### src/rtl/number_guess_pkg.sv
// Shared types for the number-guess datapath: result codes, evaluator states, BCD limits.
package number_guess_pkg;
  typedef enum logic [1:0] {
    RES_NONE    = 2'b00,
    RES_LOW     = 2'b01,
    RES_HIGH    = 2'b10,
    RES_CORRECT = 2'b11
  } result_t;

  typedef enum logic [1:0] {
    GEN   = 2'd0,
    IDLE  = 2'd1,
    CHECK = 2'd2,
    DONE  = 2'd3
  } eval_state_t;

  localparam logic [3:0] BCD_MAX = 4'd9;

  function automatic logic bcd_ok(input logic [3:0] d);
    return d <= BCD_MAX;
  endfunction
endpackage

### src/rtl/guess_lfsr16.sv
// 16-bit Fibonacci LFSR (taps 16,14,13,11), shifting right; free-runs unless restart.
module guess_lfsr16 (
  input  logic        clk,
  input  logic        restart,
  input  logic [15:0] seed,
  output logic [15:0] q
);
  logic fb;
  assign fb = q[0] ^ q[2] ^ q[3] ^ q[5];

  always_ff @(posedge clk) begin
    if (restart) q <= seed;
    else         q <= {fb, q[15:1]};
  end
endmodule

### src/rtl/guess_evaluator.sv
// Scores BCD guesses against a random or player-loaded secret and tracks attempts.
module guess_evaluator
  import number_guess_pkg::*;
#(
  parameter int unsigned MAX_ATTEMPTS = 8,
  parameter logic [15:0] LFSR_SEED    = 16'hACE1
) (
  input  logic       clk,
  input  logic       restart,
  input  logic [1:0] max_digits,
  input  logic [3:0] guess_digit_1,
  input  logic [3:0] guess_digit_2,
  input  logic [3:0] guess_digit_3,
  input  logic       submit,
  input  logic       secret_load,
  output logic [1:0] result,
  output logic [3:0] attempts,
  output logic       game_over,
  output logic       win,
  output logic [3:0] secret_digit_1,
  output logic [3:0] secret_digit_2,
  output logic [3:0] secret_digit_3
);
  localparam logic [3:0] MAX_A = 4'(MAX_ATTEMPTS);

  eval_state_t     state_q, state_d;
  result_t         res_q, res_d;
  logic [3:0]      att_q, att_d;
  logic            win_q, win_d;
  logic [1:0]      md_q;
  logic [2:0][3:0] sec_q, sec_d, cap_q, cap_d;
  logic [2:0]      ok_q, ok_d;
  logic            sub_q, ld_q;
  logic [15:0]     lfsr;
  logic [2:0][3:0] gd;
  logic [2:0]      act;
  logic            sub_rise, ld_rise, gd_ok, cap_ok;

  guess_lfsr16 u_lfsr (.clk(clk), .restart(restart), .seed(LFSR_SEED), .q(lfsr));

  assign gd       = {guess_digit_3, guess_digit_2, guess_digit_1};
  assign act      = (md_q == 2'd3) ? 3'b111 : (md_q == 2'd2) ? 3'b011 : 3'b001;
  assign sub_rise = submit & ~sub_q;
  assign ld_rise  = secret_load & ~ld_q;
  assign gd_ok    = &(~act | {bcd_ok(gd[2]), bcd_ok(gd[1]), bcd_ok(gd[0])});
  // Inactive captured digits are already zero, so all three can be checked.
  assign cap_ok   = bcd_ok(cap_q[2]) & bcd_ok(cap_q[1]) & bcd_ok(cap_q[0]);

  always_comb begin
    state_d = state_q;
    res_d   = res_q;
    att_d   = att_q;
    win_d   = win_q;
    sec_d   = sec_q;
    cap_d   = cap_q;
    ok_d    = ok_q;
    unique case (state_q)
      GEN: begin
        for (int k = 0; k < 3; k++) begin
          if (!act[k]) begin
            sec_d[k] = '0;
            ok_d[k]  = 1'b1;
          end else if (!ok_q[k] && bcd_ok(lfsr[4*k +: 4])) begin
            sec_d[k] = lfsr[4*k +: 4];
            ok_d[k]  = 1'b1;
          end
        end
        if (&ok_d) state_d = IDLE;
      end
      IDLE: begin
        if (sub_rise) begin
          for (int k = 0; k < 3; k++) cap_d[k] = act[k] ? gd[k] : 4'd0;
          state_d = CHECK;
        end else if (ld_rise && att_q == 4'd0 && gd_ok) begin
          for (int k = 0; k < 3; k++) sec_d[k] = act[k] ? gd[k] : 4'd0;
        end
      end
      CHECK: begin
        if (!cap_ok) begin
          res_d   = RES_NONE;
          state_d = IDLE;
        end else begin
          // Valid BCD nibbles concatenated MSD-first compare like the decimal values.
          if (cap_q < sec_q)      res_d = RES_LOW;
          else if (cap_q > sec_q) res_d = RES_HIGH;
          else                    res_d = RES_CORRECT;
          att_d = att_q + 4'd1;
          if (res_d == RES_CORRECT) begin
            win_d   = 1'b1;
            state_d = DONE;
          end else if (att_d == MAX_A) begin
            state_d = DONE;
          end else begin
            state_d = IDLE;
          end
        end
      end
      DONE: ;
    endcase
  end

  always_ff @(posedge clk) begin
    if (restart) begin
      state_q <= GEN;
      res_q   <= RES_NONE;
      att_q   <= '0;
      win_q   <= 1'b0;
      sec_q   <= '0;
      cap_q   <= '0;
      ok_q    <= '0;
      sub_q   <= 1'b0;
      ld_q    <= 1'b0;
      md_q    <= (max_digits == 2'd0) ? 2'd1 : max_digits;
    end else begin
      state_q <= state_d;
      res_q   <= res_d;
      att_q   <= att_d;
      win_q   <= win_d;
      sec_q   <= sec_d;
      cap_q   <= cap_d;
      ok_q    <= ok_d;
      sub_q   <= submit;
      ld_q    <= secret_load;
    end
  end

  assign result         = res_q;
  assign attempts       = att_q;
  assign win            = win_q;
  assign game_over      = (state_q == DONE);
  assign secret_digit_1 = game_over ? sec_q[0] : 4'd0;
  assign secret_digit_2 = game_over ? sec_q[1] : 4'd0;
  assign secret_digit_3 = game_over ? sec_q[2] : 4'd0;
endmodule

### config.mk
export PLATFORM = sky130hd
export DESIGN_NAME = guess_evaluator
export DESIGN_NICKNAME = d
export VERILOG_FILES = /design/src/rtl/number_guess_pkg.sv /design/src/rtl/guess_lfsr16.sv /design/src/rtl/guess_evaluator.sv
export SDC_FILE = /design/constraint.sdc
export NUM_CORES = 1
export LEC_CHECK = 0
export CAP_MARGIN = 20
export CORE_UTILIZATION = 36
export CTS_CLUSTER_SIZE = 16
export DETAILED_ROUTE_END_ITERATION = 16
export PLACE_DENSITY = 0.63
export RECOVER_POWER = 50
export REMOVE_ABC_BUFFERS = 1
export SLEW_MARGIN = 20
export SYNTH_ARGS = -nofsm -noshare
export SYNTH_HDL_FRONTEND = slang
export SYNTH_SLANG_ARGS = --single-unit
### constraint.sdc
create_clock -name clk -period 3.3 [get_ports clk]
set_input_delay 0.66 -clock clk [delete_from_list [all_inputs] [get_ports clk]]
set_output_delay 0.66 -clock clk [all_outputs]
set_load 0.1 [all_outputs]
# Word-level counts from Yosys, hierarchy flattened
# Cells that the tools add are included.
[totals]
input_bits = 18
word_cells = 111
mem_bits_ro = 0
ff_bits = 56
memories = 0
ram_bits = 0
latch_bits = 0
out_inout_bits = 20
[op_classes]
add_sub_neg = 1
div_mod_pow = 0
n_lt_le_gt_ge = 11
shift = 0
bitwise = 11
multipliers = 0
reduce_logical = 22
eq_ne = 14
mux = 37
[ops]
columns = ["op", "count"]
rows = [
  ["4-bit 2-to-1 mux", 12],
  ["4-bit less-or-equal comparator, second input constant", 9],
  ["12-bit 2-to-1 mux", 2],
  ["12-bit one-hot mux with 2 select lines", 1],
  ["2-bit 2-to-1 mux", 10],
  ["12-bit > comparator", 1],
  ["12-bit < comparator", 1],
  ["3-bit AND reduction", 4],
  ["4-bit AND reduction", 3],
  ["2-bit == test, second input constant", 5],
  ["1-bit 2-to-1 mux", 10],
  ["3-bit inequality test, second input constant", 3],
  ["2-bit inequality test, second input constant", 4],
  ["2-bit one-hot mux with 3 select lines", 1],
  ["1-bit logical AND", 5],
  ["4-bit by 1-bit adder with 4-bit output, second input constant", 1],
  ["1-bit bitwise AND", 4],
  ["4-bit == test, second input constant", 1],
  ["2-bit zero test", 2],
  ["4-bit zero test", 1],
  ["2-bit AND reduction", 2],
  ["1-bit zero test", 3],
  ["3-bit 2-to-1 mux", 1],
  ["3-bit inverter", 1],
  ["6 further kinds", 9],
]

# Logic depth before layout (Yosys ltp)
# Gate-level depths: netlist of run 1.
[depth]
ltp_word = 10
mapped_depth = 8
mapped_depth_nobuf = 7

# Modules after synthesis
# A second synthesis of run 1 with hierarchy kept.
[hier_totals]
hier_cells = 317
area_unflattened_um2 = 2935.3
[modules_own_cells]
columns = ["mod", "seq_area_each_um2", "n_inst", "cells_per_inst", "area_each_um2"]
rows = [
  ["guess_evaluator", 820.8, 1, 279, 2349.8],
  ["guess_lfsr16", 320.3, 1, 38, 585.6],
]

# Least setup slack after synthesis of run 1
# OpenSTA, ideal clock, no wires.
[synth_path]
kind = "reg-to-output"
startpoint = "register state_q[0]"
endpoint = "output secret_digit_1[0]"
required_ns = 2.640
t_arrival_ns = 2.284
path_slack_ns = 0.356
path_stages_with_launch = 4
cell_sequence = "dfxtp_1 > ha_1 > clkbuf_1 > and2_1"
[synth_via]
elab_chain_cells = 2
[synth_rtl]
columns = ["item", "line", "rtl"]
rows = [
  ["start, declared", "guess_evaluator.sv:26", "eval_state_t state_q, state_d;"],
  ["start signal, assigned", "guess_evaluator.sv:115", "state_q <= state_d;"],
  ["2-bit == test", "guess_evaluator.sv:130", "assign game_over = (state_q == DONE);"],
  ["via game_over", "guess_evaluator.sv:18", "output logic game_over,"],
  ["4-bit 2-to-1 mux", "guess_evaluator.sv:131", "assign secret_digit_1 = game_over ? sec_q[0] : 4'd0;"],
  ["end, declared", "guess_evaluator.sv:20", "output logic [3:0] secret_digit_1,"],
]
# The timed path passes the listed nets, and every way through them passes these cells.

# Worst setup path in the final report of run 1
[layout_path]
startpoint = "input restart"
endpoint = "register md_q[0], enable pin"
[layout_lines]
columns = ["item", "line", "rtl"]
rows = [
  ["start, declared", "guess_evaluator.sv:9", "input logic restart,"],
  ["end signal, assigned", "guess_evaluator.sv:113", "md_q <= (max_digits == 2'd0) ? 2'd1 : max_digits;"],
  ["end, declared", "guess_evaluator.sv:30", "logic [1:0] md_q;"],
]
# No word-level cell between the ends.

==> reports/metrics.yaml, run 1 <==
status: "finished clean"
maxCapViolations: 0
grt_pass1_vias: 2164
setup_ws_ns: 0.768
area_growth_pct: 16.4
tns_ns: 0
start_kind: "primary input"
ir_worst_vdd_mv: 0.277
grt_max_degree: 32
drt.antenna.violating_nets: 0
swShare_pct: 36.2
top_layer: "met4"
rows: 32
clk_latency_ns: 0.32
wl_met3_microns: 200
antenna_cells: 0
power.switching_uw: 649
wirelength_mm: 6.44
sequentialPowerShare_pct: 45.3
vias_per_cell: 5.10
drcViolationCount: 0
period_needed_ns: 2.53
reg2reg_to: "cap_q[10]"
die-area_sq_mm: 0.00826
clkSinkCount: 56
drt-met1-wl_mm: 3.15
slew_viol_final: 0
clk_path_buf_depth: 2
synth-seq-area-share_pct: 40.1
ys_types: 43
power_uw: 1790
drt_iter0_markers: 72
post-route-util_pct: 43.0
end_kind: "flip-flop"
io_pins: 38
worstSetupPathType: "primary input to flip-flop"
coreArea_sq_mm: 0.00769
routabilityCongestion: 0.777
syn_inst: 317
clk_pin_slew_worst_paths_ns: 0.11
mostFrequentLayoutCells: "dfxtp_1, a21oi_1, inv_1, nand2_1, ha_1"
reg2reg_from: "state_q[1]"
start_util_pct: 37.0
cts_tree: "built"
r2r_slack_ns: 1.23
path_buf_inv: 2
critical-path-max-stage-delay_ns: 0.99
synth_top_flop_cell: "dfxtp_1"
cts_resized: 0
tightest_slew_ns: 1.28
antenna_found_initial: 0
routedWlPerCell_microns: 14.2
place_ws_ns: 0.824
mostFrequentLayoutCell: "dfxtp_1"
async_reset_ff_share_pct: 0
finalSetupViolCount: 0
hp-start: "u_lfsr.q[12]"
cp_cell_sequence: "dlygate4sd3_1 > clkbuf_1"
arrival_ns: 2.49
crit_family: "buffers and inverters"
die_w_microns: 90.9
hold_path_end: "u_lfsr.q[11]"
worstRegToRegCells: 7
firstDrtPassIters: 4
cts_hold_buf: 0
p_comb_share_pct: 32.5
layout-drive-gt1-share_pct: 13.1
hold_class: "flip-flop to flip-flop"
htreeDepth: 2
die_h_microns: 90.9
postCtsSetupBuffers: 0
root_buffer: "clkbuf_8"
skew_ns: 0.0112
grt.overflow.total: 0
synth-edff-count: 2
synth.avg_cell_area_sq_um: 8.97
cp.required_ns: 3.25
leakagePower_uw: 0.00126
vias: 2312
grt_use_total_pct: 16.3
nFillCells: 796
crit_slowest_cell: "clkbuf_1"
worst-path-max-fanout: 31
timing.slew.headroom_pct: 14.5
min_path_cells: 1
ys_ff_latch: 56
clkPwrFrac_pct: 22.2
finalHoldViolCount: 0
synth_warnings: 0
rsz0062_at_grt: "false"
wl_met2_mm: 3.02
power.internal_uw: 1140
syn_area_sq_mm: 0.00284
hpwl_mm: 4.87
max_freq_mhz: 395
grt_pass1_wl_mm: 10.6
layout.nets: 389
fin_crit_sh_pct: 76.7
p_per_area_mw_per_mm2: 542
port-buffer-count: 37
cts_buffers: 5
## Yosys cell counts (2+ instances only)
cell | number | area [sq um]
a211oi_1 | 2 | 15.0
a21oi_1 | 38 | 190
a311oi_1 | 6 | 52.6
a31oi_1 | 2 | 12.5
and2_1 | 13 | 81.3
buf_2 | 5 | 25.0
clkbuf_1 | 8 | 30.0
dfxtp_1 | 54 | 1080
edfxtp_1 | 2 | 60.1
ha_1 | 21 | 263
inv_1 | 25 | 93.8
mux2_2 | 8 | 90.1
mux2i_1 | 5 | 50.1
nand2_1 | 22 | 82.6
nand2b_1 | 3 | 18.8
nand3_1 | 9 | 45.0
nand4_1 | 14 | 87.6
nand4_2 | 2 | 25.0
nor2_1 | 7 | 26.3
nor2b_1 | 13 | 81.3
o211a_1 | 3 | 30.0
o211ai_1 | 4 | 30.0
o21a_1 | 6 | 45.0
o21ai_0 | 16 | 80.1
or2_2 | 8 | 50.1
or3_1 | 2 | 12.5
xnor2_1 | 2 | 17.5
xor2_1 | 2 | 17.5
## sequential cells by signal, summed over array words and instances (netlist names)
| name | cells |
|---|---|
| attempts | 4 |
| cap_q | 12 |
| ld_q | 1 |
| md_q | 2 |
| ok_q | 3 |
| result | 2 |
| sec_q | 12 |
| state_q | 2 |
| sub_q | 1 |
| u_lfsr.q | 16 |
| win | 1 |
## stage by stage
step	hold slack [ns]	cell area, sq um	cells
floorplan	0.389	2770	302
global placement	0.392	3250	445
detailed placement	0.395	3250	445
CTS	0.423	3340	453
global route	0.445	3310	453
finish	0.423	3310	453
## logic make-up after synthesis
kind of cell / synth area share [%]
compound gates: 19.2
xor+xnor: 1.23
fa+ha+maj: 9.24
buf+inv: 5.90
flops: 40.1
mux: 4.93
simple gates: 19.4
## metal layers
| layer | vias to the layer above | GRT usage [%] |
|---|---|---|
| li1 | 1183 | - |
| met3 | 6 | 3.87 |
| met5 | - | 0 |
| met1 | 1088 | 21.7 |
| met4 | 0 | 3.57 |
| met2 | 35 | 26.8 |
## power groups by stage
stage                     Clock (uW)  Combinational [uW]  Sequential, uW
final                            399                 582             812
after global placement             0                 573             827
after floorplan                    0                 414             826
after detailed placement           0                 585             829
after CTS                        412                 590             814
after global routing             444                 645             826
## worst max-delay path by stage
stage	startpoint	end	cells past startpoint
finish	restart	md_q[0]	2
floorplan	state_q[0]	secret_digit_1[0]	2
detailed placement	guess_digit_1[1]	sec_q[0]	6
global route	restart	md_q[0]	2
CTS	state_q[0]	secret_digit_2[3]	3
global placement	guess_digit_1[1]	sec_q[1]	6
## cell type report
type	count	area, sq um	area share (%)
sequential	56	1140	34.5
tap	102	128	3.86
clock buffer	5	68.8	2.08
multi-input combinational	221	1530	46.4
clock inverter	3	26.3	0.794
inverter	25	93.8	2.84
timing repair buffer	41	317	9.57
Power figures use the tool's default switching activity.
==> run 2: changes to the inputs <==
- clock period: 3.3 -> 2.45 ns (I/O delays scaled with it)
==> reports/metrics.yaml, run 2 (synthesis gave the netlist of run 1 again) <==
nFillCells: 771  # -3.1%
rsz0062_at_grt: "false"
tightest_slew_ns: 1.16  # -0.122 ns
finalSetupViolCount: 0  # unchanged
p_per_area_mw_per_mm2: 703  # +30%
die-area_sq_mm: 0.00826  # unchanged
antenna_found_initial: 0  # unchanged
max_freq_mhz: 447
clk_pin_slew_worst_paths_ns: 0.11  # about the same
hold_class: "flip-flop to flip-flop"
skew_ns: 0.00988  # -0.00130 ns
routedWlPerCell_microns: 14.2  # +0.23%
slew_viol_final: 0  # unchanged
grt_pass1_wl_mm: 11.0  # +4.2%
placed_area_sq_mm: 0.00344  # +5.9%
worst-path-max-fanout: 13  # -58%
hpwl_mm: 4.84  # -0.69%
clkPwrFrac_pct: 21.8  # -0.4 points
largest_register_ffs: 16  # unchanged
firstDrtPassIters: 4  # unchanged
wirelength_mm: 6.48  # +0.67%
min_path_cells: 1  # unchanged
drt_iter0_markers: 87  # +21%
layout-drive-gt1-share_pct: 15.0  # +1.9 points
start_util_pct: 37.0  # unchanged
power_uw: 2460  # +37%
postCtsSetupBuffers: 0  # unchanged
mostFrequentLayoutCells: "dfxtp_1, a21oi_1, inv_1, nand2_1, ha_1"
post-route-util_pct: 45.5  # +2.5 points
sequentialPowerShare_pct: 44.5  # -0.8 points
power.internal_uw: 1570  # +37%
start_kind: "flip-flop"
io_pins: 38  # unchanged
leakagePower_uw: 0.00133  # +5.3%
area_growth_pct: 23.0
layout.nets: 391  # +0.51%
maxCapViolations: 0  # unchanged
mostFrequentLayoutCell: "dfxtp_1"
clk_latency_ns: 0.32  # about the same
grt_max_degree: 54  # +69%
fin_area_sq_mm: 0.00350  # +5.7%
root_buffer: "clkbuf_8"
largest_register: "u_lfsr.q"
r2r_slack_ns: 0.38  # -0.85 ns
die_w_microns: 90.9  # unchanged
coreArea_sq_mm: 0.00769  # unchanged
power.switching_uw: 887  # +37%
htreeDepth: 2  # unchanged
antenna_cells: 0  # unchanged
tns_ns: 0  # unchanged
grt.overflow.total: 0  # unchanged
rows: 32  # unchanged
end_kind: "output pin"
timing.slew.headroom_pct: 23.0  # +8.5 points
ir_worst_vdd_mv: 0.273  # -1.3%
swShare_pct: 36.1  # -0.13 points
reg_top3: "u_lfsr.q x16, cap_q x12, sec_q x12"
routabilityCongestion: 0.789  # +1.6%
clk_path_buf_depth: 2  # unchanged
worstRegToRegCells: 6  # -1
worstSetupPathType: "flip-flop to output pin"
arrival_ns: 1.74  # -0.75 ns
clkSinkCount: 56  # unchanged
drt.antenna.violating_nets: 0  # unchanged
grt_pass1_vias: 2269  # +4.9%
fin_crit_sh_pct: 91.2
finalHoldViolCount: 0  # unchanged
cp.required_ns: 1.96  # -1.29 ns
cts_resized: 0  # unchanged
vias_per_cell: 5.11  # +0.12%
status: "finished clean"
timing.hold.ws_ns: 0.420  # -0.00226 ns
grt_use_total_pct: 16.7  # +0.41 points
cts_tree: "built"
drcViolationCount: 0  # unchanged
vias: 2325  # +0.56%
p_comb_share_pct: 33.7  # +1.2 points
cts_hold_buf: 0  # unchanged
die_h_microns: 90.9  # unchanged
cts_buffers: 5  # unchanged
port-buffer-count: 37  # unchanged
period_needed_ns: 2.23
-- run 2: changes by cell type in the layout (fill, tap and decap cells not counted) --
cell,delta
buf_4,-10
or2_2,-1
buf_12,+13
clkinvlp_4,+1
o311ai_0,-1
or2_1,+1
o311ai_1,+1
inv_6,-1
clkbuf_2,+5
clkinv_4,-1
clkbuf_1,-6
inv_8,+1
-- run 2: final timing paths --
check | startpoint | endpoint
max | state_q[0] | secret_digit_2[3]
min | u_lfsr.q[12] | u_lfsr.q[11]
max reg2reg | state_q[1] | cap_q[11]
min reg2reg | u_lfsr.q[12] | u_lfsr.q[11]
-- run 2: layout make-up --
class | count | area, sq um | share of cell area (%)
Clock buffer | 5 | 68.8 | 1.97
Sequential cell | 56 | 1140 | 32.6
Timing Repair Buffer | 43 | 504 | 14.4
Tap cell | 102 | 128 | 3.65
Clock inverter | 3 | 27.5 | 0.787
Inverter | 25 | 93.8 | 2.68
Multi-Input combinational cell | 221 | 1530 | 43.9
-- run 2: per-stage QoR --
stage / instances / setup slack (ns)
floorplan: 302 / -0.245
global placement: 447 / 0.291
detailed placement: 447 / 0.257
CTS: 455 / 0.160
global route: 455 / 0.0803
finish: 455 / 0.215
-- run 2: routing by layer --
layer  vias to the layer above  GRT usage [%]  wire length, microns
met5                         -              0                     0
li1                       1184              -                     -
met2                        46           26.5                  2990
met1                      1081           22.7                  3060
met4                         0           6.22                   160
met3                        14           2.86                   268
-- run 2: power by group through the flow --
stage | Clock (uW) | Sequential [uW] | Combinational, uW
2_1_floorplan | 0 | 1110 | 558
3_3_place_gp | 0 | 1110 | 807
3_5_place_dp | 0 | 1110 | 822
4_1_cts | 551 | 1090 | 826
5_1_grt | 597 | 1110 | 908
6_report | 537 | 1090 | 828
-- run 2: critical path, stage by stage (launching register included) --
cell and delay, ns:
dfxtp_1 0.45, ha_1 0.53, and2_1 0.27, buf_12 0.19
==> run 3: changes to the inputs <==
- CELL_PAD_IN_SITES_DETAIL_PLACEMENT: default -> 2
- CELL_PAD_IN_SITES_GLOBAL_PLACEMENT: default -> 2
- CORE_UTILIZATION: 36 -> 33
- PLACE_DENSITY: 0.63 -> 0.85
- TNS_END_PERCENT: default -> 100
==> reports/metrics.yaml, run 3 (synthesis gave the netlist of run 1 again) <==
status: "complete, but fails checks"
violations: "max-capacitance violations, max-slew violations"
hold_class: "flip-flop to flip-flop"
maxCapViolations: 1  # +1
tightest_slew_ns: 1.58  # +0.421 ns
firstDrtPassIters: 4  # unchanged
reg2reg_from: "state_q[0]"
end_kind: "output pin"
root_buffer: "clkbuf_8"
fin_cells: 456  # +0.22%
finalSetupViolCount: 0  # unchanged
p_per_area_mw_per_mm2: 707  # +0.58%
reg_top3: "u_lfsr.q x16, cap_q x12, sec_q x12"
worstSetupPathType: "flip-flop to output pin"
cts_hold_buf: 0  # unchanged
setup_ws_ns: 0.125  # -0.0901 ns
layout-drive-gt1-share_pct: 14.2  # -0.77 points
largest_register_ffs: 16  # unchanged
die-area_sq_mm: 0.00899  # +8.9%
place_ws_ns: 0.0731  # -0.184 ns
hpwl_mm: 6.61  # +37%
hp-start: "u_lfsr.q[12]"
power_uw: 2450  # -0.29%
timing.slew.headroom_pct: -5.43  # -28 points
layout.nets: 389  # -0.51%
cts_tree: "built"
io_pins: 38  # unchanged
slew_viol_final: 39  # +39
mostFrequentLayoutCell: "dfxtp_1"
grt.overflow.total: 0  # unchanged
coreArea_sq_mm: 0.00826  # +7.4%
grt_pass1_wl_mm: 13.8  # +26%
cp.required_ns: 1.96  # about the same
fin_crit_sh_pct: 94.9  # +3.7 points
worst-path-max-fanout: 13  # unchanged
start_util_pct: 34.4  # -2.6 points
postCtsSetupBuffers: 0  # unchanged
clkSinkCount: 56  # unchanged
skew_ns: 0.00619  # -0.00369 ns
grt_pass1_vias: 2626  # +16%
clk_path_buf_depth: 2  # unchanged
clk_latency_ns: 0.31  # about the same
routedWlPerCell_microns: 18.1  # +27%
timing.hold.ws_ns: 0.420  # -0.000810 ns
die_h_microns: 94.8  # +4.4%
leakagePower_uw: 0.00131  # -1.5%
max_freq_mhz: 430  # -3.9%
start_kind: "flip-flop"
antenna_found_initial: 0  # unchanged
finalHoldViolCount: 0  # unchanged
dp_cells: 448  # +0.22%
nFillCells: 911  # +18%
arrival_ns: 1.84  # +0.10 ns
area_growth_pct: 22.0
die_w_microns: 94.8  # +4.4%
cts_buffers: 5  # unchanged
cts_resized: 0  # unchanged
largest_register: "u_lfsr.q"
port-buffer-count: 37  # unchanged
antenna_cells: 0  # unchanged
drcViolationCount: 0  # unchanged
mostFrequentLayoutCells: "dfxtp_1, a21oi_1, inv_1, nand2_1, ha_1"
vias: 2391  # +2.8%
rows: 33  # +3.1%
clk_pin_slew_worst_paths_ns: 0.10  # about the same
vias_per_cell: 5.24  # +2.6%
htreeDepth: 2  # unchanged
drt.antenna.violating_nets: 0  # unchanged
setup.worst_path.start: "state_q[0]"
ir_worst_vdd_mv: 0.362  # +32%
drt_iter0_markers: 65  # -25%
rsz0062_at_grt: "false"
period_needed_ns: 2.33  # +0.0901 ns
routabilityCongestion: 0.749  # -5.1%
tns_ns: 0  # unchanged
grt_max_degree: 39  # -28%
grt_use_total_pct: 20.0  # +3.3 points
wirelength_mm: 8.27  # +28%
## run 3: per-stage QoR
step,util [%],cell area [sq um]
finish,42.0,3470
global route,42.0,3470
CTS,42.3,3490
detailed placement,41.3,3410
global placement,41.3,3410
floorplan,-,2770
## run 3: worst max-delay path: stages, from the launching register on
cell and delay, ns:
dfxtp_1 0.48, ha_1 0.56, and2_1 0.29, buf_12 0.19
## run 3: power breakdown
| part | total [uW] | internal, uW | switching (uW) | leakage [uW] |
|---|---|---|---|---|
| logic | 847 | 331 | 516 | 0.000809 |
| clock network | 503 | 199 | 304 | 0.0000388 |
| registers | 1100 | 1010 | 90.1 | 0.000463 |
## run 3: area by class of cell
| cell class | count | area [sq um] | area share [%] |
|---|---|---|---|
| clock inverter | 2 | 11.3 | 0.325 |
| inverter | 25 | 93.8 | 2.71 |
| tap | 105 | 131 | 3.79 |
| timing repair buffer | 41 | 483 | 13.9 |
| multi-input combinational | 221 | 1530 | 44.2 |
| clock buffer | 6 | 72.6 | 2.09 |
| sequential | 56 | 1140 | 32.9 |
## run 3: worst paths after layout
check,slack [ns],endpoint,cells after the start
max reg2reg,0.14,state_q[0],7
min,0.42,u_lfsr.q[11],1
max,0.12,secret_digit_2[3],3
min reg2reg,0.42,u_lfsr.q[11],1
## run 3: layer usage
| layer | GRT usage, % | up-vias | share of wire, % |
|---|---|---|---|
| met2 | 34.9 | 24 | 50 |
| li1 | - | 1175 | - |
| met1 | 25.7 | 1182 | 47 |
| met5 | 0 | - | 0 |
| met3 | 2.82 | 10 | 1.7 |
| met4 | 5.30 | 0 | 1.6 |
